[config.mk]
export PLATFORM = sky130hd
export DESIGN_NAME = handshake_arb
export DESIGN_NICKNAME = d
export VERILOG_FILES = /design/src/rtl/handshake_arb.sv
export SDC_FILE = /design/constraint.sdc
export NUM_CORES = 1
export LEC_CHECK = 0
export ABC_AREA = 1
export ABC_CLOCK_PERIOD_IN_PS = 2200
export CORE_ASPECT_RATIO = 0.6
export CORE_MARGIN = 5
export CORE_UTILIZATION = 32
export CTS_CLUSTER_DIAMETER = 120
export CTS_CLUSTER_SIZE = 28
export DETAILED_ROUTE_END_ITERATION = 16
export HOLD_SLACK_MARGIN = 0.06
export SLEW_MARGIN = 20
export SYNTH_ARGS = -nofsm -noshare
export SYNTH_HDL_FRONTEND = slang
export SYNTH_SLANG_ARGS = --single-unit
[constraint.sdc]
create_clock -name clk -period 2.2 [get_ports clk]
set_input_delay 0.44 -clock clk [delete_from_list [all_inputs] [get_ports clk]]
set_output_delay 0.44 -clock clk [all_outputs]
set_load 0.005 [all_outputs]
[src/rtl/handshake_arb.sv]
// Multi-channel one-entry buffers feeding a single destination through a two-state output FSM.
// Define HANDSHAKE_ARB_RR_EN for round-robin arbitration; otherwise the lowest pending index wins.
module handshake_arb #(
  parameter  int WIDTH = 32,
  parameter  int CH    = 4,
  localparam int CHW   = $clog2(CH)
) (
  input  logic                clk,
  input  logic                rst,
  input  logic [CH-1:0]       sready,
  input  logic [CH*WIDTH-1:0] din,
  output logic [CH-1:0]       sidle,
  input  logic                dbusy,
  output logic                dvalid,
  output logic [WIDTH-1:0]    dout,
  output logic [CHW-1:0]      dch
);

  typedef enum logic {
    IDLE = 1'b0,
    SEND = 1'b1
  } state_e;

  state_e           state_q, state_d;
  logic [CH-1:0]    pend_q, pend_d;
  logic [WIDTH-1:0] data_q [CH];
  logic [WIDTH-1:0] data_d [CH];
  logic [WIDTH-1:0] dout_q, dout_d;
  logic [CHW-1:0]   dch_q, dch_d;

  logic [CHW-1:0]   win_s;
  logic             any_s;
  logic             grant_s;
  logic [CH-1:0]    sidle_s;

  assign any_s   = |pend_q;
  assign grant_s = (state_q == IDLE) && !dbusy && any_s;

`ifdef HANDSHAKE_ARB_RR_EN
  logic [CHW-1:0] ptr_q, ptr_d;
  logic [CHW:0]   idx_s;
  logic           found_s;

  // Round-robin winner: first pending channel at or after ptr, wrapping CH-1 -> 0.
  always_comb begin
    win_s   = {CHW{1'b0}};
    found_s = 1'b0;
    idx_s   = {(CHW+1){1'b0}};
    for (int j = 0; j < CH; j++) begin
      idx_s = {1'b0, ptr_q} + (CHW+1)'(j);
      if (idx_s >= (CHW+1)'(CH)) begin
        idx_s = idx_s - (CHW+1)'(CH);
      end else begin
        idx_s = idx_s;
      end
      if (!found_s && pend_q[idx_s[CHW-1:0]]) begin
        found_s = 1'b1;
        win_s   = idx_s[CHW-1:0];
      end else begin
        found_s = found_s;
      end
    end
  end

  // Pointer moves past the winner only on a grant.
  always_comb begin
    ptr_d = ptr_q;
    if (grant_s) begin
      ptr_d = (win_s == CHW'(CH-1)) ? {CHW{1'b0}} : win_s + CHW'(1);
    end else begin
      ptr_d = ptr_q;
    end
  end

  // Pointer register.
  always_ff @(posedge clk) begin
    if (rst) begin
      ptr_q <= {CHW{1'b0}};
    end else begin
      ptr_q <= ptr_d;
    end
  end
`else
  // Fixed priority: scanning downward leaves the lowest pending index as winner.
  always_comb begin
    win_s = {CHW{1'b0}};
    for (int j = CH-1; j >= 0; j--) begin
      if (pend_q[j]) begin
        win_s = CHW'(j);
      end else begin
        win_s = win_s;
      end
    end
  end
`endif

  // Next-state for FSM, output word and per-channel buffers.
  always_comb begin
    state_d = state_q;
    pend_d  = pend_q;
    data_d  = data_q;
    dout_d  = dout_q;
    dch_d   = dch_q;
    case (state_q)
      IDLE: begin
        if (grant_s) begin
          state_d        = SEND;
          dout_d         = data_q[win_s];
          dch_d          = win_s;
          pend_d[win_s]  = 1'b0;
        end else begin
          state_d = IDLE;
        end
      end
      SEND:    state_d = IDLE;
      default: state_d = IDLE;
    endcase
    // A granted channel still has pend_q set here, so it cannot reload on its grant edge.
    for (int i = 0; i < CH; i++) begin
      if (sready[i] && !pend_q[i]) begin
        pend_d[i] = 1'b1;
        data_d[i] = din[i*WIDTH +: WIDTH];
      end else begin
        pend_d[i] = pend_d[i];
      end
    end
  end

  // State, buffer and output registers.
  always_ff @(posedge clk) begin
    if (rst) begin
      state_q <= IDLE;
      pend_q  <= {CH{1'b0}};
      dout_q  <= {WIDTH{1'b0}};
      dch_q   <= {CHW{1'b0}};
      for (int i = 0; i < CH; i++) begin
        data_q[i] <= {WIDTH{1'b0}};
      end
    end else begin
      state_q <= state_d;
      pend_q  <= pend_d;
      dout_q  <= dout_d;
      dch_q   <= dch_d;
      for (int i = 0; i < CH; i++) begin
        data_q[i] <= data_d[i];
      end
    end
  end

  // A channel stays busy through the cycle its word is on the bus, so sidle rises one cycle after the grant.
  always_comb begin
    sidle_s = {CH{1'b0}};
    for (int i = 0; i < CH; i++) begin
      sidle_s[i] = !(pend_q[i] || ((state_q == SEND) && (dch_q == CHW'(i))));
    end
  end

  assign sidle  = sidle_s;
  assign dvalid = (state_q == SEND);
  assign dout   = dout_q;
  assign dch    = dch_q;

endmodule
Yosys cells after proc, flatten, opt, wreduce, memory -nomap -nowiden
Index checks and enable logic that the tools add are counted.

word-level totals
  logic and storage cells = 77
  output and inout bits = 39
  register bits after elaboration = 167
  input port bits = 135

cells by class
  order comparisons = 3
  reductions and logical operators = 35
  mux-type cells = 17
  eq/ne operators = 7
  bitwise gates (word level) = 4

operators by type and width
  operator                                                count
  binary-select mux 32 bit (select 2 bit)                 1
  two-way mux 32 bit                                      2
  logical AND 1 bit                                       11
  AND reduction 2 bit                                     5
  zero test 1 bit                                         9
  two-way mux 2 bit                                       4
  two-way mux 4 bit                                       2
  inequality test 2 x 1 -> 1 bit (second input constant)  4
  nonzero test 2 bit                                      4
  two-way mux 1 bit                                       6
  bitwise AND 4 bit                                       1
  == test 2 bit (second input constant)                   2
  logical OR 1 bit                                        4
  inverter 4 bit                                          1
  OR reduction 4 bit                                      1
  >= comparator 3 bit (second input constant)             1
  < comparator 2 x 3 -> 1 bit (second input constant)     1
  inverter 2 -> 3 bit                                     1
  demux 1 bit (select 2 bit)                              1
  == test 2 x 1 -> 1 bit (second input constant)          1
  >= comparator 2 x 1 -> 1 bit (second input constant)    1
  zero test 2 bit                                         1
  case mux 1 bit (2 select lines)                         1
  inverter 1 bit                                          1

Logic depth before layout (Yosys ltp)
Gate-level depths: netlist (run 1).

  depth in word-level cells = 13
  gate-level depth with buffers = 9
  gate-level depth less buffers = 7

Worst setup path after synthesis (run 1)
OpenSTA, ideal clock, no wires.

  path kind = input -> register
  from = in rst
  to = reg dch_q[0] (netlist: dch[0])
  data required time = 2116 ps
  path slack = 891 ps
  data arrival time = 1225 ps
  library setup time = 84 ps
  stages on the path = 6
  buffers on the path = 3
  cell sequence = buf_2 > inv_1 > buf_2 > buf_2 > nand3_1 > o31ai_2

RTL lines
  what                  RTL line  source
  from (decl)           9         input logic rst,
  to (signal assigned)  135       dch_q <= {CHW{1'b0}};
  to (signal assigned)  143       dch_q <= dch_d;
  to (decl)             29        logic [CHW-1:0] dch_q, dch_d;

Worst setup path in the final report (run 1)
  from = reg dch_q[1] (netlist: dch[1])
  to = out sidle[3]

between the ends
  cells in the longest elaborated chain, start to end = 4

ends and longest elaborated chain
  what               RTL line  source
  == test 2 bit      154       sidle_s[i] = !(pend_q[i] || ((state_q == SEND) && (dch_q == CHW'(i))));
  logical AND 1 bit  154
  logical OR 1 bit   154
  zero test 1 bit    154
  to (decl)          12        output logic [CH-1:0] sidle,

No other way between the ends.

==> impl_results.md, run 1 <==
- Post-synthesis register bit count: 167
- Share of synthesized area spent on multiplexers: 0
- Area enclosed by the die boundary: 0.0256 mm^2
- Number of hold-repair buffers added at the cts stage: 0
- Final sum of negative setup slack: 0 ns
- Synth-to-layout area growth: 36.9%
- Share of cells above drive strength 1: 0.0602
- Count of filler cells inserted in the layout: 2258
- Worst Setup Slack, final: 0.104 ns
- Die Span Y: 126 um
- Number of search-and-repair iterations in the first detailed-routing pass: 8
- First-iteration detailed-routing DRC count: 374
- Final-report max-slew violation count: 0
- Via count of the first global-routing pass: 6783
- Area fraction in and, or, nand and nor cells after synthesis: 0.253
- Commonest cells after routing, fill and taps aside: clkdlybuf4s50_1 (173), dfxtp_1 (167), nor2_1 (164)
- DR vias/cell: 4.78
- CP Data Required Time: 1.76 ns
- Number of buffers inserted during clock tree synthesis: 17
- Worst min-delay path class: reg -> reg
- Commonest non-fill, non-tap cell in the layout: clkdlybuf4s50_1
- Die Wd: 203 um
- Maximum buffer depth of the clock tree: 2
- Final Skew: 0.00934 ns
- GRT Overall Usage: 0.170
- Area used by sequential logic in the layout: 0.00334 mm^2
- Post-route DRC: 0
- Area share of the largest cell type after synthesis: 0.467
- Worst vdd ir: 0.530 mV
- DP Cell Count: 1434
- Number of diodes added for antenna fixing: 0
- Total non-filler cell area in the finished layout: 0.00981 mm^2
- Number of standard cells in the final layout excluding fillers: 1466
- Complex-gate fraction of the synthesized area: 0.169
- Main combinational cell family by area after synthesis: simple AND/OR/NAND/NOR gates
- Final period demand of the worst path: 2.10 ns
- Number of endpoints failing setup at the final stage: 0
- ANT nets after route: 0
- H-Tree Level Count: 4
- Register-to-register setup slack: 0.43 ns
- Gate count after technology mapping: 1026
- Number of port buffers: 173
- Routed wire length per instance: 15.2 um
- Slew at the pin with the worst max-slew slack: 0.575 ns
- Net count, final: 1302
- Post-Place Setup Slack: 0.345 ns
- Antenna violations before repair: 0
- Final cell utilization of the core: 0.445
- TritonCTS Sinks: 167
- Power density normalized to cell area: 859 mW/mm^2
- Detailed placement HPWL: 15.7 mm
- First-pass GRT wire length: 34.8 mm
- Setup repair after global routing missed its margin: no
- Final clock period utilization by the worst path: 0.953
- Net count of the mapped netlist: 1161
- Total placed instance area: 0.00915 mm^2
- Post-CTS clock slew at the launch and capture registers of the worst setup and hold paths: 0.06 ns
- Worst flop-to-flop path startpoint: pend_q[3]
- Average size of a mapped cell: 6.98 um^2
- Total number of vias: 7001
- Clock tree from TritonCTS: done
- Total setup buffers inserted after CTS: 0
- Hold violation count in the final report: 0
- Largest fanout of any net on the critical path: 4
- Path type of the worst setup path: reg -> out
- Gr ovfl total: 0
- Core Area: 0.0220 mm^2
- Worst hold slack after final layout: 0.450 ns
- Maximum Capacitance Violations: 0
- Total Routed Length: 22.2 mm
- Crit path capture type: output pin
- Cell count of the worst hold path: 2
- Max_slew headroom: 0.617
- Result of the run: completed
- Critical register-to-register path endpoint: dout[14]
- Starting density of the core: 0.325
- Post-synth cell types: 21
- Count of standard-cell rows: 42
- Startpoint kind of the worst setup timing path: flip-flop
- Adder-cell share of the synthesized area: 0
- IO Pins: 174
- Register area share after synthesis: 0.467
- Leading post-synthesis cells by cell area: dfxtp_1 (47%), nand3_1 (9.1%), o21ai_0 (9.0%), nor2_1 (8.6%), nand2_1 (7.2%)
- GPL Wtd Cong: 0.831
- Cts repair resizes: 0
- End point of the worst hold path: data_q[121]
- Number of warning messages in the yosys log: 0
- Most area-hungry cell type in the Yosys netlist: dfxtp_1
- Post-Syn Area: 0.00716 mm^2
- Static leakage: 4.20 nW
- Fmax: 477 MHz
- Root cell of the clock tree: clkbuf_16
- Largest net degree at the start of global routing: 67
- Area of the multi-input gates: 0.00303 mm^2
- Worst reg2reg path depth: 7
- Insertion delay to the later sink of the worst-skew pair: 0.43 ns
- Power, Total: 8.42 mW
- Worst hold path startpoint: data_q[121]
- Xor-xnor portion of the synthesized cell area: 0
- Data arrival, critical path: 1.66 ns
-- cell families after synthesis --
group / after synthesis
buf+inv: 187
flops: 167
compound gates: 237
simple gates: 435
-- cell usage after synthesis, drive strengths merged --
library cell / n
a21oi: 101
a31o: 1
inv: 110
dfxtp: 167
nand2: 139
o21ai: 130
nor2: 166
clkbuf: 21
nand3: 130
buf: 56
a31oi: 1
o31ai: 4
-- routing by layer --
metal	track usage	share of wire	vias up
li1	-	-	3573
met3	0.0445	0.068	28
met2	0.269	0.45	207
met1	0.230	0.47	3193
met5	0	0	-
met4	0.0507	0.016	0
-- power by group --
part | switching (mW) | total [mW] | internal [mW]
logic | 0.863 | 1.58 | 0.715
registers | 0.133 | 3.44 | 3.30
clock network | 1.29 | 3.41 | 2.12
total | 2.28 | 8.42 | 6.14
-- flip-flops by register name, summed over array words and instances (netlist names) --
signal and count:
data_q 128, dch 2, dout 32, dvalid 1, pend_q 4
-- worst max-delay path by stage --
stage / cells after the start / end / slack (ns) / from
2_1_floorplan: 6 / dch[0] / 0.89 / rst
3_3_place_gp: 5 / data_q[111] / 0.32 / sready[0]
3_5_place_dp: 5 / data_q[110] / 0.34 / sready[0]
4_1_cts: 4 / sidle[3] / 0.07 / dch[1]
5_1_grt: 4 / sidle[1] / 0.02 / dch[0]
6_report: 4 / sidle[3] / 0.10 / dch[1]
-- final cells by class --
class                           instances  share of cell area
Multi-Input combinational cell        672               0.309
Timing Repair Buffer                  199               0.204
Clock buffer                           18              0.0438
Clock inverter                         14              0.0235
Tap cell                              286              0.0365
Inverter                              110              0.0424
Sequential cell                       167               0.341
-- critical path, cell delays in order, from the launching register on --
cell and delay (ns):
dfxtp_1 0.39, inv_1 0.09, o31ai_1 0.24, inv_1 0.06, clkdlybuf4s50_1 0.44
Power figures use the tool's default switching activity.
==> run 2: changes to the inputs <==
- ABC_CLOCK_PERIOD_IN_PS: 2200 -> unset
==> results of run 2 <==
Same layout as run 1: the final DEF is identical, and so are final timing and power.
